File: src/rtl/sram_like_to_axi_pkg.sv
// -----------------------------------------------------------------------------
// includes
//   Shared widths, AXI encodings and the bridge state type used by
//   sram_like_to_axi and its strobe generator.
// -----------------------------------------------------------------------------
package includes;

    localparam int W_ADDR = 32;
    localparam int W_DATA = 32;

    localparam logic [1:0] AXI_BURST_INCR = 2'b01;
    localparam logic [2:0] AXI_SIZE_WORD  = 3'b010;

    typedef enum logic [2:0] {
        IDLE,
        RD_A,
        RD_D,
        WR_AW,
        WR_B
    } axi_state_t;

    // sram-like size code 3 has no AXI meaning here; it is treated as a word.
    function automatic logic [2:0] axi_size(input logic [1:0] size);
        return (size == 2'd3) ? AXI_SIZE_WORD : {1'b0, size};
    endfunction

endpackage

File: src/rtl/sram_like_to_axi_byte_strobe_gen.sv
// -----------------------------------------------------------------------------
// byte_strobe_gen
//   Combinational AXI write strobe from the sram-like size code and the low
//   two address bits.
//   size_i    : 0 byte, 1 half, 2/3 word
//   addr_lo_i : addr[1:0]
//   wstrb_o   : byte-lane enables
// -----------------------------------------------------------------------------
module byte_strobe_gen (
    input  logic [1:0] size_i,
    input  logic [1:0] addr_lo_i,
    output logic [3:0] wstrb_o
);

    always_comb begin
        case (size_i)
            2'd0:    wstrb_o = 4'b0001 << addr_lo_i;
            // Half-words are aligned on a 2-byte boundary; addr[0] is ignored.
            2'd1:    wstrb_o = 4'b0011 << {addr_lo_i[1], 1'b0};
            default: wstrb_o = 4'b1111;
        endcase
    end

endmodule

File: src/rtl/sram_like_to_axi.sv
// -----------------------------------------------------------------------------
// sram_like_to_axi
//   Converts one sram-like request at a time into a single-beat AXI4 read
//   (AR/R) or write (AW/W/B). Completion is signalled on data_ok.
//   clk, rst (async, active-low)
//   sram-like side : req, wr, size, addr, wdata -> addr_ok, data_ok, rdata
//   AXI AR/R       : araddr..arvalid/arready, rdata_axi/rresp/rlast/rvalid/rready
//   AXI AW/W/B     : awaddr..awvalid/awready, wdata_axi/wstrb/wlast/wvalid/wready,
//                    bresp/bvalid/bready
// -----------------------------------------------------------------------------
module sram_like_to_axi
    import includes::*;
#(
    parameter logic [3:0] AXI_ID = 4'h0
) (
    input  logic              clk,
    input  logic              rst,
    // sram-like slave port
    input  logic              req,
    input  logic              wr,
    input  logic [1:0]        size,
    input  logic [W_ADDR-1:0] addr,
    input  logic [W_DATA-1:0] wdata,
    output logic [W_DATA-1:0] rdata,
    output logic              addr_ok,
    output logic              data_ok,
    // AXI read address / data
    output logic [W_ADDR-1:0] araddr,
    output logic [2:0]        arsize,
    output logic [7:0]        arlen,
    output logic [1:0]        arburst,
    output logic [3:0]        arid,
    output logic              arvalid,
    input  logic              arready,
    input  logic [W_DATA-1:0] rdata_axi,
    input  logic [1:0]        rresp,
    input  logic              rlast,
    input  logic              rvalid,
    output logic              rready,
    // AXI write address / data / response
    output logic [W_ADDR-1:0] awaddr,
    output logic [2:0]        awsize,
    output logic [7:0]        awlen,
    output logic [1:0]        awburst,
    output logic [3:0]        awid,
    output logic              awvalid,
    input  logic              awready,
    output logic [W_DATA-1:0] wdata_axi,
    output logic [3:0]        wstrb,
    output logic              wlast,
    output logic              wvalid,
    input  logic              wready,
    input  logic [1:0]        bresp,
    input  logic              bvalid,
    output logic              bready
);

    axi_state_t        state_q;
    logic [1:0]        size_q;
    logic [W_ADDR-1:0] addr_q;
    logic [W_DATA-1:0] wdata_q;
    logic [3:0]        wstrb_q;
    logic              arvalid_q, rready_q, awvalid_q, wvalid_q, bready_q;
    logic [3:0]        strobe_d;
    logic              aw_fin, w_fin;

    // Responses are not reported and single beats make rlast redundant.
    logic unused_inputs;
    assign unused_inputs = ^{rresp, bresp, rlast};

    byte_strobe_gen u_strobe (
        .size_i    (size),
        .addr_lo_i (addr[1:0]),
        .wstrb_o   (strobe_d)
    );

    // In WR_AW a cleared awvalid_q/wvalid_q is the "channel done" flag; a
    // handshake in the current cycle also counts so both orders and the
    // simultaneous case leave WR_AW on the same edge.
    assign aw_fin = ~awvalid_q | awready;
    assign w_fin  = ~wvalid_q  | wready;

    // NOTE: state registers use non-blocking assignments so every branch sees
    // the pre-edge values regardless of statement order.
    always_ff @(posedge clk or negedge rst) begin
        if (!rst) begin
            state_q   <= IDLE;
            size_q    <= 2'd0;
            addr_q    <= '0;
            wdata_q   <= '0;
            wstrb_q   <= 4'b0000;
            arvalid_q <= 1'b0;
            rready_q  <= 1'b0;
            awvalid_q <= 1'b0;
            wvalid_q  <= 1'b0;
            bready_q  <= 1'b0;
        end else begin
            case (state_q)
                IDLE: begin
                    if (req) begin
                        size_q  <= size;
                        addr_q  <= addr;
                        wdata_q <= wdata;
                        wstrb_q <= strobe_d;
                        if (wr) begin
                            awvalid_q <= 1'b1;
                            wvalid_q  <= 1'b1;
                            state_q   <= WR_AW;
                        end else begin
                            arvalid_q <= 1'b1;
                            state_q   <= RD_A;
                        end
                    end
                end
                RD_A: begin
                    if (arready) begin
                        arvalid_q <= 1'b0;
                        rready_q  <= 1'b1;
                        state_q   <= RD_D;
                    end
                end
                RD_D: begin
                    if (rvalid) begin
                        rready_q <= 1'b0;
                        state_q  <= IDLE;
                    end
                end
                WR_AW: begin
                    if (awready) awvalid_q <= 1'b0;
                    if (wready)  wvalid_q  <= 1'b0;
                    if (aw_fin && w_fin) begin
                        bready_q <= 1'b1;
                        state_q  <= WR_B;
                    end
                end
                WR_B: begin
                    if (bvalid) begin
                        bready_q <= 1'b0;
                        state_q  <= IDLE;
                    end
                end
                default: state_q <= IDLE;
            endcase
        end
    end

    // Handshake-facing sram-like outputs are combinational so a zero-wait
    // slave completes in three cycles.
    assign addr_ok = req & rst & (state_q == IDLE);
    assign data_ok = ((state_q == RD_D) & rvalid) | ((state_q == WR_B) & bvalid);
    assign rdata   = rdata_axi;

    assign araddr  = addr_q;
    assign arsize  = axi_size(size_q);
    assign arlen   = 8'd0;
    assign arburst = AXI_BURST_INCR;
    assign arid    = AXI_ID;
    assign arvalid = arvalid_q;
    assign rready  = rready_q;

    assign awaddr    = addr_q;
    assign awsize    = axi_size(size_q);
    assign awlen     = 8'd0;
    assign awburst   = AXI_BURST_INCR;
    assign awid      = AXI_ID;
    assign awvalid   = awvalid_q;
    assign wdata_axi = wdata_q;
    assign wstrb     = wstrb_q;
    assign wlast     = 1'b1;
    assign wvalid    = wvalid_q;
    assign bready    = bready_q;

endmodule

File: config.mk
export PLATFORM = sky130hd
export DESIGN_NAME = sram_like_to_axi
export DESIGN_NICKNAME = d
export VERILOG_FILES = /design/src/rtl/sram_like_to_axi_pkg.sv /design/src/rtl/sram_like_to_axi_byte_strobe_gen.sv /design/src/rtl/sram_like_to_axi.sv
export SDC_FILE = /design/constraint.sdc
export NUM_CORES = 1
export LEC_CHECK = 0
export CAP_MARGIN = 20
export CELL_PAD_IN_SITES_DETAIL_PLACEMENT = 1
export CELL_PAD_IN_SITES_GLOBAL_PLACEMENT = 1
export CORE_UTILIZATION = 22
export DETAILED_ROUTE_END_ITERATION = 12
export HOLD_SLACK_MARGIN = 0.1
export PLACE_DENSITY = 0.74
export RECOVER_POWER = 100
export SYNTH_ARGS = -nofsm -noshare
export SYNTH_HDL_FRONTEND = slang
export SYNTH_SLANG_ARGS = --single-unit
File: constraint.sdc
create_clock -name clk -period 1.6 [get_ports clk]
set_input_delay 0.32 -clock clk [delete_from_list [all_inputs] [get_ports clk]]
set_output_delay 0.32 -clock clk [all_outputs]
set_load 0.005 [all_outputs]
==> impl_metrics.json, run 1 <==
{
  "fp.dieH_microns": 134,
  "design_area_sq_mm": 0.00645,
  "start_util": 0.228,
  "synth_top_area_cell": "dfrtp_1",
  "period_needed_ps": 1750,
  "n_antenna_cell": 0,
  "gp_congestion": 0.762,
  "die_area_sq_mm": 0.0179,
  "drc": 0,
  "overflow": 0,
  "coreArea_sq_mm": 0.0168,
  "path_cells": "buf_6 -> nor4b_4 -> buf_6 -> buf_12 -> clkbuf_16 -> mux2_4",
  "placed_area_sq_mm": 0.00542,
  "hp-class": "reg2reg",
  "critical_path_class": "reg2reg",
  "wl_per_cell_microns": 16.7,
  "period_share": 1.09,
  "num_rows": 47,
  "hold_viol_final": 0,
  "slew_viol_final": 0,
  "rsz0062_at_grt": "yes",
  "final_cell_mix": "clkdlybuf4s50_1, dfrtp_1, mux2_4",
  "grt_first_pass_wirelength_microns": 16600,
  "yosys.cell_types.count": 29,
  "top_usage_layer": "met2",
  "fillers": 1772,
  "final_common_cell": "clkdlybuf4s50_1",
  "ys_top_cells_by_area": "dfrtp_1, buf_4, mux2_2, mux2_1, a21oi_1",
  "worst_setup_path_start_kind": "flip-flop",
  "htree_levels": 3,
  "power_mw": 12.7,
  "vias": 2774,
  "grt_pass1_vias": 3075,
  "antenna_found_initial": 0,
  "die_x_microns": 134,
  "syn_to_final_growth_pct": 68.5,
  "cts_buffers": 9,
  "synth-seq-cells": 78,
  "grt_max_degree": 79,
  "crit_path_end_kind": "flip-flop",
  "ys_async_sr_fraction": 1.00,
  "synth.top_cell.area_share": 0.510,
  "avgViaCountPerCell": 3.97,
  "ys_warn_count": 0,
  "grt_use_met1": 0.137,
  "worst_slew_pin_slew_ps": 740,
  "cp.required_ps": 1820,
  "finalSetupViolCount": 69,
  "skew_ps": 8.50,
  "ctsLongestPathBuffers": 2,
  "worst_path_most_repeated_cell": "buf_6",
  "final_layout_size_suffix_gt1_frac": 0.305,
  "numClockSinks": 78,
  "slowest_delay_ps": 400,
  "ir_worst_vdd_mv": 0.665,
  "clk_transition_reported_paths_ps": 60,
  "grt_usage": 0.122,
  "wl_microns": 11700,
  "tns_ps": -6230,
  "numPortBuffers": 185,
  "dp_hpwl_microns": 7350,
  "synth_edf_count": 0,
  "cp_max_fo": 7,
  "utilization": 0.385,
  "max-cap-violations": 0,
  "root_buffer": "clkbuf_16",
  "grt_use_met2": 0.207,
  "netlist_area_sq_mm": 0.00383,
  "first_iter_violations": 44,
  "drt_pre_antenna_iters": 4,
  "drtAntennaViolNets": 0,
  "seq_area_frac_synth": 0.510,
  "power.density_mw_per_mm2": 1970,
  "clock_latency_ps": 350,
  "io_pins": 286,
  "synth_ff_type": "dfrtp_1",
  "syn_avg_cell_area_sq_um": 12.4,
  "cp_slowest_cell": "dfrtp_2",
  "p_leak_nw": 2.81,
  "cts_tree": "built",
  "arrival_ps": 1970,
  "use_met3": 0.0404,
  "fin_ws_ps": -148,
  "syn-instance-count": 308,
  "violations": "negative setup slack",
  "clock.fmax_mhz": 572,
  "fin_nets": 585,
  "status": "complete, but fails checks",
  "slew_headroom": 0.507
}
==> registers in the layout (all words and copies together) (netlist names), 2 cells and up <==
signal and count:
araddr 32, wdata_axi 32, wstrb 4, state_q 3
size_q 2
==> routing by layer <==
layer  routed length (microns)  vias up
met5                         0        -
met4                       201        0
met3                       810       20
met2                      6130      133
met1                      4530     1386
li1                          -     1235
==> area by class of cell <==
cell class                      count  area (sq um)  share of cell area
Clock buffer                        9           225              0.0349
Clock inverter                      7          57.6             0.00892
Inverter                            3          11.3             0.00175
Multi-Input combinational cell    147          1470               0.228
Sequential cell                    78          1950               0.303
Tap cell                          220           275              0.0427
Timing Repair Buffer              234          2450               0.380
==> worst max-delay path: cells and delay by family (launching register included) <==
family | cells | cell delay, ps
buffers and inverters | 4 | 630
DFF | 1 | 400
and+or+nand+nor | 1 | 280
muxes | 1 | 300
==> report_power, final <==
part	leakage (nW)	switching [mW]	internal, mW
clock	0.129	0.919	1.07
sequential	0.905	0.713	2.98
combinational	1.77	2.15	4.91
==> cell families (layout without fill, tap and decap cells) <==
family                 Yosys count  count (layout)  synth area share
other                            2              31           0.00196
flip-flops                      78              78             0.510
buffers and inverters          112             253             0.213
multiplexers                    66              66             0.194
AND/OR/NAND/NOR                 26              26            0.0418
AO/OA/AOI/OAI                   24              24            0.0395
==> synth_stat cells, types with 2 or more instances <==
cell type and instances:
buf_4 99, nand3_1 2, a31oi_1 2, nand2b_1 5, nor2b_1 4, clkbuf_1 2
nor2_1 6, a21oi_1 10, mux2_1 19, a22o_1 2, conb_1 2, o21ai_0 4
buf_2 6, nand3b_1 2, nand2_1 3, dfrtp_1 78, mux2_2 47, inv_1 3
buf_6 2
==> what timing repair did <==
action	CTS	global route
endpoints found under the hold margin	78	0
hold buffers	1	0
gates cloned	5	4
buffers inserted	13	11
endpoints found under the setup margin	78	110
gates resized for setup	64	80
pin swaps	2	1
==> final timing paths <==
path	from	to	slack [ps]	depth (start not counted)
worst min register to register	wdata_axi[2]	wdata_axi[2]	510	1
worst max register to register	state_q[1]	araddr[3]	-150	6
worst min-delay path	wdata_axi[2]	wdata_axi[2]	510	1
worst max-delay path	state_q[1]	araddr[3]	-150	6
min in group asynchronous	rst	araddr[26]	790	3
max in group asynchronous	rst	state_q[1]	250	3
==> stage by stage <==
step                setup WS [ps]  std cells  hold slack, ps
floorplan                    22.1        337            24.4
global placement             -378        650             427
detailed placement           -387        650             434
CTS                          -173        684             512
global route                 -240        698             528
finish                       -148        698             511
Power figures use the tool's default switching activity.
==> inputs of run 2 (changes only) <==
--- a/config.mk
+++ b/config.mk
@@ -13,6 +13,7 @@
 export HOLD_SLACK_MARGIN = 0.1
 export PLACE_DENSITY = 0.74
 export RECOVER_POWER = 100
+export REMOVE_ABC_BUFFERS = 1
 export SYNTH_ARGS = -nofsm -noshare
 export SYNTH_HDL_FRONTEND = slang
 export SYNTH_SLANG_ARGS = --single-unit
==> run 2 against run 1 <==
Against the previous run:
- worst setup slack better by 73 ps
- register-to-register slack better by 90 ps
- die area stayed put
- count of clock-buffer cells in the layout is 2 higher
- the run still ends with negative setup slack left
- global-route usage is 0.72 points higher
- cell area is 9.3% lower
- non-clock buffer count is 24 lower
==> impl_metrics.json, run 2 (synthesis results as in run 1) <==
{
  "status": "complete, but fails checks",
  "violations": "negative setup slack",
  "die_x_microns": 134,
  "final_common_cell": "clkdlybuf4s50_1",
  "cp_max_fo": 3,
  "slew_headroom": 0.306,
  "rr_worst_depth": 4,
  "drtAntennaViolNets": 0,
  "coreArea_sq_mm": 0.0168,
  "final_layout_size_suffix_gt1_frac": 0.210,
  "path_cells": "buf_4 -> nor2b_2 -> nand2_1 -> a21oi_2 -> buf_2",
  "worst_slew_pin_slew_ps": 1040,
  "slowest_delay_ps": 410,
  "vias": 2697,
  "hold_viol_final": 0,
  "io_pins": 286,
  "clock_latency_ps": 330,
  "grt_pass1_vias": 2975,
  "fp.dieH_microns": 134,
  "rr_startpoint": "state_q[1]",
  "fin_ws_ps": -74.9,
  "die_area_sq_mm": 0.0179,
  "avgViaCountPerCell": 4.01,
  "timing.rr.end": "wdata_axi[20]",
  "power_mw": 11.4,
  "pre_cts_ws_ps": -535,
  "holdWs_ps": 267,
  "cts_buffers": 9,
  "numPortBuffers": 185,
  "fin_nets": 561,
  "drc": 0,
  "max-cap-violations": 0,
  "drt_pre_antenna_iters": 4,
  "skew_ps": 9.98,
  "ctsLongestPathBuffers": 2,
  "dp_hpwl_microns": 8510,
  "final_cell_mix": "clkdlybuf4s50_1, dfrtp_1, mux2_2",
  "clk_transition_reported_paths_ps": 60,
  "wl_per_cell_microns": 16.9,
  "tns_ps": -2560,
  "root_buffer": "clkbuf_16",
  "n_antenna_cell": 0,
  "cp_slowest_cell": "dfrtp_1",
  "hold_buffers": 0,
  "htree_levels": 3,
  "power.density_mw_per_mm2": 1950,
  "slew_viol_final": 0,
  "grt_usage": 0.129,
  "crit_path_end_kind": "output pin",
  "clock.fmax_mhz": 597,
  "grt_first_pass_wirelength_microns": 17100,
  "placed_area_sq_mm": 0.00540,
  "overflow": 0,
  "worst_setup_path_start_kind": "flip-flop",
  "utilization": 0.349,
  "first_iter_violations": 38,
  "ir_worst_vdd_mv": 0.690,
  "arrival_ps": 1350,
  "numClockSinks": 78,
  "reg2reg_setup_slack_ps": -60,
  "cts_tree": "built",
  "hp-class": "in2async",
  "finalSetupViolCount": 68,
  "stdcell_count": 673,
  "rsz0062_at_grt": "yes",
  "num_rows": 47,
  "dp.cells": 649,
  "period_needed_ps": 1670,
  "syn_to_final_growth_pct": 52.8,
  "cp.required_ps": 1280,
  "start_util": 0.228,
  "design_area_sq_mm": 0.00585,
  "wl_microns": 11400,
  "p_leak_nw": 2.44,
  "critical_path_class": "reg2out",
  "period_share": 1.05,
  "antenna_found_initial": 0,
  "gp_congestion": 0.745,
  "grt_max_degree": 79
}
run 2: cell types whose count changed in the layout (fill, tap and decap cells not counted), moves of 4 or more:
cell             delta
a21oi_1             +4
a21oi_2             -4
buf_16              -5
buf_4              -10
clkdlybuf4s25_1    -18
clkdlybuf4s50_1    +20
mux2_1             +19
mux2_2             +47
mux2_4             -66
nor2_1              +4
nor2_4              -4
run 2: per-layer routing:
metal,part of all wire,up-vias,GRT usage
li1,-,1182,-
met1,0.36,1312,0.138
met2,0.48,190,0.206
met3,0.13,11,0.0767
met4,0.012,2,0.0473
met5,0.0061,-,0.0306
run 2: area by class of cell:
class | instances | area, sq um
tap | 220 | 275
clock buffer | 11 | 243
inverter | 3 | 11.3
fill | 1828 | 10900
sequential | 78 | 1950
timing repair buffer | 210 | 2100
clock inverter | 4 | 95.1
multi-input combinational | 147 | 1180
run 2: critical path, delay by kind of cell (launching register included):
kind	cells	cell delay [ps]
buf+inv	2	260
compound gates	1	130
simple gates	2	210
flops	1	410
run 2: how the worst max path moves through the flow:
stage	from	cells past startpoint	endpoint	slack (ps)
after CTS	state_q[1]	3	addr_ok	-130
after global routing	state_q[1]	5	data_ok	-180
after global placement	req	4	addr_ok	-550
after floorplan	state_q[2]	2	addr_ok	-1970
after detailed placement	req	4	addr_ok	-540
final	state_q[1]	5	data_ok	-70
run 2: power by group:
part | switching, mW | leakage (nW) | total (mW) | internal, mW
sequential | 0.661 | 0.908 | 3.64 | 2.98
combinational | 1.71 | 1.37 | 5.43 | 3.71
clock | 0.785 | 0.166 | 2.34 | 1.56
total | 3.16 | 2.44 | 11.4 | 8.24
run 2: repair_timing:
action                     4_1_cts  5_1_grt
gates resized for setup         21       13
setup buffers                    4        3
cloned                           2        0
setup endpoints to repair       73       84
pin swaps                        3        0
==> inputs of run 3 (changes only) <==
--- a/config.mk
+++ b/config.mk
@@ -8,10 +8,11 @@
 export CAP_MARGIN = 20
 export CELL_PAD_IN_SITES_DETAIL_PLACEMENT = 1
 export CELL_PAD_IN_SITES_GLOBAL_PLACEMENT = 1
+export CORE_ASPECT_RATIO = 1.75
 export CORE_UTILIZATION = 22
 export DETAILED_ROUTE_END_ITERATION = 12
 export HOLD_SLACK_MARGIN = 0.1
-export PLACE_DENSITY = 0.74
+export PLACE_DENSITY = 0.88
 export RECOVER_POWER = 100
 export REMOVE_ABC_BUFFERS = 1
 export SYNTH_ARGS = -nofsm -noshare
==> run 3 against run 2 <==
Against the previous run:
- the flow still finishes with violations (negative setup slack)
- final cell count up 3.3%
- combinational power rose by 26%
- sequential share of layout area fell by 2.7 points
- sequential cell count unchanged
- maximum frequency fell by 3.8%
- critical endpoint is now addr_ok
- worst hold slack better by 240 ps
==> impl_metrics.json, run 3 (synthesis results as in run 1) <==
{
  "status": "complete, but fails checks",
  "violations": "negative setup slack",
  "vias": 2819,
  "tns_ps": -1720,
  "drc": 0,
  "finalSetupViolCount": 57,
  "cts_tree": "built",
  "numPortBuffers": 185,
  "cp.required_ps": 1280,
  "fp.dieH_microns": 177,
  "reg2reg_setup_slack_ps": -50,
  "skew_ps": 10.8,
  "wl_met3_microns": 1240,
  "ctsLongestPathBuffers": 2,
  "antenna_found_initial": 0,
  "start_util": 0.226,
  "hp-class": "reg2reg",
  "gp_congestion": 0.719,
  "syn_to_final_growth_pct": 66.0,
  "rr_worst_depth": 5,
  "top_layer": "met5",
  "numClockSinks": 78,
  "final_layout_size_suffix_gt1_frac": 0.280,
  "grt_max_degree": 79,
  "n_antenna_cell": 0,
  "avgViaCountPerCell": 4.06,
  "final_common_cell": "clkdlybuf4s50_1",
  "arrival_ps": 1420,
  "drt_pre_antenna_iters": 3,
  "final_cell_mix": "clkdlybuf4s50_1, dfrtp_1, mux2_4",
  "root_buffer": "clkbuf_16",
  "cts_buffers": 9,
  "slew_viol_final": 0,
  "path_cells": "nor4b_4 -> buf_4 -> and2_4 -> buf_6",
  "max-cap-violations": 0,
  "slew_headroom": 0.510,
  "slowest_delay_ps": 410,
  "grt_usage": 0.139,
  "htree_levels": 3,
  "clock_latency_ps": 330,
  "fillers": 1820,
  "dp_hpwl_microns": 9040,
  "power.density_mw_per_mm2": 2020,
  "power_mw": 12.8,
  "wl_microns": 13600,
  "num_rows": 63,
  "ir_worst_vdd_mv": 0.642,
  "multi_input_area_sq_mm": 0.00145,
  "coreArea_sq_mm": 0.0169,
  "wl_per_cell_microns": 19.6,
  "hold_viol_final": 0,
  "routed-wl-met2_microns": 7070,
  "worst_slew_pin_slew_ps": 734,
  "drtAntennaViolNets": 0,
  "period_needed_ps": 1740,
  "grt_pass1_vias": 3049,
  "worst_setup_path_start_kind": "flip-flop",
  "io_pins": 286,
  "cp_max_fo": 2,
  "first_iter_violations": 23,
  "holdWs_ps": 506,
  "overflow": 0,
  "rsz0062_at_grt": "yes",
  "period_share": 1.09,
  "fin_nets": 575,
  "p_leak_nw": 2.79,
  "drt-met1-wl_microns": 4930,
  "critical_path_class": "reg2out",
  "grt_first_pass_wirelength_microns": 17900,
  "clk_transition_reported_paths_ps": 60,
  "fin_ws_ps": -141,
  "crit_path_end_kind": "output pin",
  "seqCellArea_sq_mm": 0.00195,
  "worstHoldPathCells": 1,
  "die_x_microns": 102,
  "clock.fmax_mhz": 574,
  "die_area_sq_mm": 0.0180,
  "cp_slowest_cell": "dfrtp_1"
}
[run 3: cell types whose count changed in the layout (fill, tap and decap cells not counted), moves of 3 or more]
cell | previous run | this run
mux2_4 | 0 | 66
mux2_2 | 47 | 0
mux2_1 | 19 | 0
dlygate4sd2_1 | 5 | 10
buf_4 | 15 | 19
buf_6 | 3 | 6
clkbuf_16 | 9 | 12
clkdlybuf4s50_1 | 166 | 163
[run 3: report_power, final]
part	internal, mW	total [mW]	switching (mW)
clock network	1.49	2.28	0.788
registers	2.98	3.71	0.730
logic	4.73	6.86	2.13
total	9.20	12.8	3.64
[run 3: final cells by class]
cell class	instances	share of cell area
timing repair buffer	224	0.366
tap	227	0.0447
sequential	78	0.307
inverter	3	0.00177
clock buffer	13	0.0425
clock inverter	3	0.0102
multi-input combinational	147	0.227
[run 3: path summary, 6_finish.rpt]
check	startpoint	to
worst max-delay path	state_q[0]	addr_ok
worst min-delay path	wdata_axi[0]	wdata_axi[0]
max in group asynchronous	rst	wdata_axi[19]
worst min register to register	wdata_axi[0]	wdata_axi[0]
min in group asynchronous	rst	wdata_axi[25]
worst max register to register	state_q[0]	size_q[0]
[run 3: critical path: cells and delay by family (launching register included)]
family        cells  cell delay, ps
simple gates      2             430
flops             1             410
buf+inv           2             250
[run 3: timing repair]
item / 4_1_cts / 5_1_grt
hold buffers: 1 / 0
setup buffers: 6 / 11
setup endpoints to repair: 66 / 83
endpoints found under the hold margin: 78 / 0
pin swaps: 2 / 1
gates cloned: 3 / 5
resized for setup: 70 / 55
[run 3: metrics by stage]
step                      cell area, sq um  cells   util  setup slack [ps]
final                                 6360    695  0.375              -141
after global routing                  6360    695  0.375              -222
after CTS                             6030    680  0.356              -158
after detailed placement              5400    654  0.318              -589
after global placement                5400    654  0.318              -534
after floorplan                       3130    228      -             -1970
[run 3: metal layers]
metal	up-vias	global-route usage
li1	1211	-
met3	16	0.0653
met1	1407	0.141
met2	183	0.241
met5	-	0.0296
met4	2	0.0507
